### src/rtl/matrix_pkg.sv
// Shared types and defaults for the LED matrix scan path.
// No logic; consumed by the scheduler and its dwell timer.
package matrix_pkg;

    localparam int DEFAULT_NUM_COLUMNS = 16;
    localparam int DEFAULT_NUM_ROWS    = 8;

    typedef enum logic [2:0] {
        S_IDLE,
        S_ROW_LOAD,
        S_COL_REQ,
        S_COL_WAIT,
        S_LATCH,
        S_DWELL,
        S_NEXT
    } scan_state_t;

    // All scheduler outputs are registered together as one word.
    typedef struct packed {
        logic select_first;
        logic select_next;
        logic row_start;
        logic row_latch;
        logic frame_start;
        logic busy;
        logic blank;
    } scan_out_t;

    localparam scan_out_t SCAN_OUT_RESET = '{
        select_first: 1'b0,
        select_next:  1'b0,
        row_start:    1'b0,
        row_latch:    1'b0,
        frame_start:  1'b0,
        busy:         1'b0,
        blank:        1'b1
    };

endpackage

### src/rtl/dwell_timer.sv
// Loadable down-counter timing the unblanked on-time of one column.
// done is high while the count is 1; no backpressure.
module dwell_timer #(
    parameter int W = 16
) (
    input  logic         clk,
    input  logic         rst_n,
    input  logic         load,
    input  logic [W-1:0] value,
    input  logic         en,
    output logic         done
);

    logic [W-1:0] count;

    // A zero dwell still gives one lit cycle, so load clamps to 1.
    always_ff @(posedge clk or negedge rst_n) begin
        if (!rst_n) begin
            count <= '0;
        end else if (load) begin
            count <= (value == '0) ? W'(1) : value;
        end else if (en && (count != '0)) begin
            count <= count - W'(1);
        end
    end

    assign done = (count == W'(1));

endmodule

### src/rtl/matrix_scan_scheduler.sv
// Column scan sequencer: row load, column_select handshake, latch, dwell.
// All outputs registered (Moore); stalls on row_done and col_ready handshakes.
module matrix_scan_scheduler
    import matrix_pkg::*;
#(
    parameter int NUM_COLUMNS = DEFAULT_NUM_COLUMNS,
    parameter int DWELL_W     = 16
) (
    input  logic                           clk,
    input  logic                           rst_n,
    input  logic                           enable,
    input  logic [DWELL_W-1:0]             dwell_cycles,
    input  logic                           col_ready,
    output logic                           select_first,
    output logic                           select_next,
    output logic                           row_start,
    input  logic                           row_done,
    output logic                           row_latch,
    output logic [$clog2(NUM_COLUMNS)-1:0] col_idx,
    output logic                           blank,
    output logic                           frame_start,
    output logic                           busy
);

    localparam int            CW       = $clog2(NUM_COLUMNS);
    localparam logic [CW-1:0] LAST_COL = CW'(NUM_COLUMNS - 1);

    scan_state_t   state;
    scan_state_t   state_nxt;
    logic [CW-1:0] col_nxt;
    logic          frame_nxt;
    scan_out_t     out_q;
    scan_out_t     out_nxt;
    logic          dwell_done;

    dwell_timer #(
        .W (DWELL_W)
    ) u_dwell_timer (
        .clk   (clk),
        .rst_n (rst_n),
        .load  (state == S_LATCH),
        .value (dwell_cycles),
        .en    (state == S_DWELL),
        .done  (dwell_done)
    );

    always_ff @(posedge clk or negedge rst_n) begin
        if (!rst_n) begin
            state   <= S_IDLE;
            col_idx <= '0;
            out_q   <= SCAN_OUT_RESET;
        end else begin
            state   <= state_nxt;
            col_idx <= col_nxt;
            out_q   <= out_nxt;
        end
    end

    // col_idx only moves on leaving S_NEXT (or restarting from idle), so it
    // is stable for the whole column.
    always_comb begin
        state_nxt = state;
        col_nxt   = col_idx;
        frame_nxt = 1'b0;
        case (state)
            S_IDLE: begin
                if (enable && col_ready) begin
                    state_nxt = S_ROW_LOAD;
                    col_nxt   = '0;
                    frame_nxt = 1'b1;
                end
            end
            S_ROW_LOAD: begin
                if (row_done) begin
                    state_nxt = S_COL_REQ;
                end
            end
            S_COL_REQ: begin
                if (!col_ready) begin
                    state_nxt = S_COL_WAIT;
                end
            end
            S_COL_WAIT: begin
                if (col_ready) begin
                    state_nxt = S_LATCH;
                end
            end
            S_LATCH: begin
                state_nxt = S_DWELL;
            end
            S_DWELL: begin
                if (dwell_done) begin
                    state_nxt = S_NEXT;
                end
            end
            S_NEXT: begin
                col_nxt = (col_idx == LAST_COL) ? '0 : col_idx + CW'(1);
                if (enable) begin
                    state_nxt = S_ROW_LOAD;
                    frame_nxt = (col_nxt == '0);
                end else begin
                    state_nxt = S_IDLE;
                end
            end
            default: begin
                state_nxt = S_IDLE;
            end
        endcase
    end

    // Outputs are decoded from the next state so they line up with the state register.
    always_comb begin
        out_nxt              = SCAN_OUT_RESET;
        out_nxt.busy         = (state_nxt != S_IDLE);
        out_nxt.blank        = (state_nxt != S_DWELL);
        out_nxt.row_start    = (state_nxt == S_ROW_LOAD) && (state != S_ROW_LOAD);
        out_nxt.frame_start  = frame_nxt;
        out_nxt.select_first = (state_nxt == S_COL_REQ) && (col_nxt == '0);
        out_nxt.select_next  = (state_nxt == S_COL_REQ) && (col_nxt != '0);
        out_nxt.row_latch    = (state_nxt == S_LATCH);
    end

    assign select_first = out_q.select_first;
    assign select_next  = out_q.select_next;
    assign row_start    = out_q.row_start;
    assign row_latch    = out_q.row_latch;
    assign frame_start  = out_q.frame_start;
    assign busy         = out_q.busy;
    assign blank        = out_q.blank;

endmodule

### config.mk
export PLATFORM = sky130hd
export DESIGN_NAME = matrix_scan_scheduler
export DESIGN_NICKNAME = d
export VERILOG_FILES = /design/src/rtl/matrix_pkg.sv /design/src/rtl/dwell_timer.sv /design/src/rtl/matrix_scan_scheduler.sv
export SDC_FILE = /design/constraint.sdc
export NUM_CORES = 1
export LEC_CHECK = 0
export ABC_AREA = 1
export BUFFER_PORTS_ARGS = -buffer_cell sky130_fd_sc_hd__clkbuf_2
export CAP_MARGIN = 20
export CORE_MARGIN = 2
export CORE_UTILIZATION = 45
export DETAILED_ROUTE_END_ITERATION = 16
export GPL_TIMING_DRIVEN = 0
export PLACE_DENSITY = 0.65
export SLEW_MARGIN = 10
export SYNTH_ARGS = -nofsm -noshare
export SYNTH_HDL_FRONTEND = slang
export SYNTH_SLANG_ARGS = --single-unit
### constraint.sdc
create_clock -name clk -period 3.4 [get_ports clk]
set_input_delay 0.68 -clock clk [delete_from_list [all_inputs] [get_ports clk]]
set_output_delay 0.68 -clock clk [all_outputs]
set_load 0.01 [all_outputs]
**After elaboration in Yosys (flattened, before gate mapping)**

Index checks and enable logic that the tools add are counted.

- Add/sub/neg operators: 2
- Eq/ne operators: 13
- Reductions and logical operators: 13
- Mux-type cells: 16

Operator list:

| kind | number |
|---|---|
| 16-bit 2-to-1 mux | 3 |
| 3-bit case mux with 7 select lines | 1 |
| 16-bit by 1-bit == test with 1-bit output (second input constant) | 1 |
| 16-bit zero test | 1 |
| 16-bit nonzero test | 1 |
| 16-bit by 1-bit subtractor with 16-bit output (second input constant) | 1 |
| 3-bit 2-to-1 mux | 5 |
| 3-bit == test (second input constant) | 4 |
| 3-bit by 2-bit == test with 1-bit output (second input constant) | 3 |
| 4-bit zero test | 2 |
| 4-bit 2-to-1 mux | 2 |
| 4-bit case mux with 2 select lines | 1 |
| 3-bit by 1-bit == test with 1-bit output (second input constant) | 2 |
| 1-bit logical AND | 5 |
| 4-bit by 1-bit adder with 4-bit output (second input constant) | 1 |
| 4-bit == test (second input constant) | 1 |
| 4-bit nonzero test | 1 |
| 3-bit zero test | 1 |
| 1-bit 2-to-1 mux | 3 |
| 3-bit by 1-bit inequality test with 1-bit output (second input constant) | 1 |
| 3-bit inequality test (second input constant) | 1 |
| 3-bit nonzero test | 1 |
| 1-bit case mux with 2 select lines | 1 |
| 2-bit nonzero test | 1 |

- Output and inout bits: 11
- Input port bits: 21
- Register bits: 30

**Depth between registers and ports, before layout**

- Word-level depth: 5
- Depth in mapped cells: 11
- Depth with buffers taken out: 11

**Cells and area by module**

Synthesis repeated with hierarchy kept, for this count alone.

- Cell total of the unflattened synthesis: 299
- Area total of the unflattened synthesis: 2103.3 um2

Modules (own cells, without submodules):

| module | area an instance (um2) | cells each | times used | sequential area each (um2) |
|---|---|---|---|---|
| dwell_timer | 1310.0 | 210 | 1 | 400.4 |
| matrix_scan_scheduler | 793.3 | 89 | 1 | 351.6 |

**Worst setup path before layout**

OpenSTA, ideal clock, no wires.

- Path kind: in2reg
- Start point: input col_ready
- End point: register out_q (netlist bit row_start)
- Buffers on the path: 0
- Data required time: 3286 ps
- Data arrival time: 1312 ps
- Path slack: 1973 ps
- Library setup time: 114 ps
- Cell stages on the path: 8
- Cell sequence: nand2_1 inv_1 nand3_1 nand3_1 nor2_1 nand2_1 nand2_1 nor2_1

RTL lines:

| item | RTL line | text |
|---|---|---|
| start: declaration | matrix_scan_scheduler.sv:13 | `input logic col_ready,` |
| end signal: assignment | matrix_scan_scheduler.sv:55 | `out_q <= out_nxt;` |
| end: declaration | matrix_scan_scheduler.sv:32 | `scan_out_t out_q;` |

**Worst setup path after layout**

- Start point: register u_dwell_timer.count[8]
- End point: register u_dwell_timer.count[8]

- Word-level cells in the longest chain between the ends: 3
- Elaborated cells on any way between the ends: 6
- Classes of those cells: add/sub: 1; mux: 2; reduce/logical: 3

RTL lines:

| item | RTL line | text |
|---|---|---|
| start: declaration | dwell_timer.sv:14 | `logic [W-1:0] count;` |
| start signal: assignment | dwell_timer.sv:21 | `count <= (value == '0) ? W'(1) : value;` |
| start signal: assignment | dwell_timer.sv:23 | `count <= count - W'(1);` |
| 16-bit by 1-bit subtractor with 16-bit output or 16-bit nonzero test (tied branches) | dwell_timer.sv:23, dwell_timer.sv:22 |  |
| 16-bit 2-to-1 mux or 1-bit logical AND (tied branches) | dwell_timer.sv:22 | `end else if (en && (count != '0)) begin` |
| 16-bit 2-to-1 mux or 2-bit nonzero test (tied branches) | n/a |  |

Several ways; a longest one is shown, not always the timed one. The select of a mux whose other input is x is not followed.
A chain may end at the register's enable or synchronous reset.

==> implementation parameters <==
Parameter                              Value

Timing
  Final Hold Viols    0
  Slew headroom    0.4657
  Final max-slew violation count    0
  Worst-margin pin slew    801.4 ps
  Share of the clock period used by the worst path    0.4770
  Unrepaired setup endpoints after global routing    no
  Total Neg Setup Slack    0 ps
  Number of endpoints failing setup at the final stage    0
  Final critical delay including setup and external delays    1622 ps
  Clk_skew    7.963 ps
  Maximum achievable frequency    616.6 MHz

Critical path
  Most common cell type on the critical path    nand2_1
  Cell family contributing the most delay on the critical path    simple AND/OR/NAND/NOR gates
  Critical Setup Path Class    flip-flop to flip-flop
  Reg-to-reg critical path startpoint    u_dwell_timer.count[8]
  Ordered cell list for the critical path    nor2_2 > nand2_2 > nor2_4 > nand2_1 > nand2_1 > nand2_2 > buf_6 > nand2_1 > nand2_1
  Count of buffering cells on the critical path with inverters included    1
  Slowest cell on the critical path    dfrtp_1
  Endpoint kind of the worst setup timing path    flip-flop
  CP startpoint    u_dwell_timer.count[8]
  Worst path arrival time    1800 ps
  Longest individual stage delay on the worst path    440 ps
  Worst EP required    3570 ps
  Type of element launching the critical path    flip-flop
  Maximum fanout along the worst path    10

Logic synthesis
  Number of unique standard cell types used by synthesis    28
  Most area-hungry cell type in the Yosys netlist    dfrtp_1
  Share of synthesized area occupied by flip-flops and latches    0.3515
  Net Count, Synth    351
  Yosys Warn Count    0
  Area fraction of the dominant cell type after synthesis    0.3392
  Cells after Synth    325
  Synthesis-stage register bit count    30
  Combined area of all synthesized cells    2140 um^2
  Ranking of synthesized cells by area    dfrtp_1 (34%), nand2_1 (17%), nor2_1 (10%), nand3_1 (6.8%), inv_1 (6.7%)
  Syn Area/Cell    6.583 um^2

Floorplanning
  Core footprint    4661 um^2
  Die boundary height    72.96 um
  Full die area    5322 um^2
  Row Count    25
  Die width    72.96 um
  Boundary pin count    32
  Initial Util    0.4591

Detailed routing
  Via Count    2142
  Pre-Repair DR Iteration Count    4
  Vias/cell    5.124
  WL per Instance    12.28 um
  Remaining antenna violation count    0
  Number of remaining DRC errors    0
  Number of DRC markers after the initial detailed-route iteration    120
  Post-detailed-routing wire length    5132 um

Place
  Placed cells    410
  Placer's final routability congestion estimate    0.8401
  Final HPWL from detailed placement    3836 um
  Count of buffers from port buffering    31

Global route
  Grt total ovfl    0
  Via count of the first global-routing pass    2017
  Largest net degree at the start of global routing    31
  Total routing usage reported by global routing    0.2210
  Number of antenna violations at the first check in global routing    0
  Global-route wire length before repair    9011 um

Clock network
  Clock buffer count from CTS    5
  Post-CTS clock slew at the launch and capture registers of the worst setup and hold paths    70 ps
  Maximum number of buffers from clock root to sink    2
  CTS root buffer    clkbuf_8
  Total number of clock tree sinks    30
  Clock H-tree levels    2
  Number of hold buffers added after CTS    0
  Clock latency at the later pin of the worst-skew pair    290 ps
  CTS tree    done
  PostCTS Resize Cnt    0
  # Post-CTS Setup Buffers    0

Layout
  Final instance count without filler cells    418
  Number of nets at the end of the flow    389
  Fill cell count    491
  Sequential cell area    752.0 um^2
  Synth-to-Final Area Change    14.85%
  Proportion of layout cells with a drive suffix above 1    0.1896
  Antenna cell count    0
  Total area of multi-input combinational cells    1182 um^2

Outcome
  Outcome    completed

Power and ir drop
  Lkg Pwr    0.001333 uW
  Worst IR Drop VDD    343.7 uV
  Ratio of total power to cell area    767.9 nW/um^2

Hold path
  Type of the worst min-delay path    input pin to async pin

Job
  Max-capacitance violation count    0
==> power by group <==
group,switching [uW],internal [uW]
clock network,151,163
logic,618,346
registers,124,485
==> synthesized netlist by cell type <==
| master | n |
|---|---|
| or2_1 | 1 |
| nor2_1 | 59 |
| o21bai_1 | 1 |
| o21ai_0 | 14 |
| inv_1 | 38 |
| inv_2 | 3 |
| buf_6 | 3 |
| dfrtp_1 | 29 |
| buf_2 | 2 |
| a21oi_1 | 4 |
| nor2_4 | 2 |
| o211ai_1 | 1 |
| o21ai_2 | 4 |
| buf_4 | 1 |
| dfstp_2 | 1 |
| a21boi_0 | 1 |
| xor2_1 | 1 |
| nand2_2 | 6 |
| nand3_2 | 4 |
| nand4_1 | 8 |
| nand3b_1 | 4 |
| a31o_2 | 1 |
| nand2_1 | 96 |
| nor3_1 | 3 |
| nand3_1 | 29 |
| o31ai_1 | 1 |
| ha_1 | 5 |
| nor2_2 | 3 |
==> layer usage <==
layer	up-vias	track usage	share of wire
li1	1100	-	-
met1	969	0.2763	0.45
met2	61	0.3727	0.47
met3	12	0.04696	0.051
met4	0	0.08436	0.021
met5	-	0	0
==> state kept, by name (all words and copies together), names as in the netlist <==
signal               cells
state                    3
row_latch                1
row_start                1
blank                    1
frame_start              1
col_idx                  4
u_dwell_timer.count     16
busy                     1
select_next              1
select_first             1
==> worst reg2reg max path, cell delays in order (launching register included) <==
cell	delay [ps]
dfrtp_1	440
nor2_2	230
nand2_2	120
nor2_4	140
nand2_1	60
nand2_1	70
nand2_2	130
buf_6	200
nand2_1	70
nand2_1	50
==> final timing paths <==
| kind | slack (ps) | cells after the start | end |
|---|---|---|---|
| max reg2reg | 1780 | 9 | u_dwell_timer.count[8] |
| max in group asynchronous | 2430 | 1 | select_first |
| min in group clk | 520 | 2 | u_dwell_timer.count[0] |
| min reg2reg | 520 | 2 | u_dwell_timer.count[0] |
| min | 460 | 1 | u_dwell_timer.count[14] |
| max | 1780 | 9 | u_dwell_timer.count[8] |
==> stage by stage <==
| stage | setup WS [ps] | hold WS [ps] | area, um^2 | power, uW | utilization |
|---|---|---|---|---|---|
| global route | 1587 | 530.5 | 2457 | 2081 | 0.5272 |
| CTS | 1783 | 496.2 | 2457 | 1900 | 0.5272 |
| finish | 1778 | 463.7 | 2457 | 1887 | 0.5272 |
| detailed placement | 1696 | 512.6 | 2362 | 1584 | 0.5068 |
| floorplan | 1973 | 384.4 | 2140 | 1333 | - |
| global placement | 1676 | 503.1 | 2362 | 1571 | 0.5068 |
==> kinds of logic after synthesis <==
kind of cell    count (synthesis)  synth area share
compound gates                 27           0.07661
xor+xnor                        1          0.004094
fa+ha+maj                       5           0.02924
simple gates                  215            0.4427
buf+inv                        47           0.09591
flops                          30            0.3515
==> placed cells by master (no fill, tap or decap), types with 6 or more instances in the layout <==
cell / netlist / final
nor2_1: 59 / 59
nand2_1: 96 / 96
clkbuf_8: 0 / 6
o21ai_0: 14 / 14
nand2_2: 6 / 6
nand3_1: 29 / 29
inv_1: 38 / 38
clkbuf_2: 0 / 31
nand4_1: 8 / 8
dfrtp_1: 29 / 29
==> final cells by class <==
type	count	share of cell area
buffer	6	0.02088
clock buffer	6	0.03360
tap	54	0.02749
sequential	30	0.3060
timing repair buffer	31	0.06314
multi-input combinational	248	0.4812
inverter	41	0.06263
clock inverter	2	0.005092
Power figures use the tool's default switching activity.
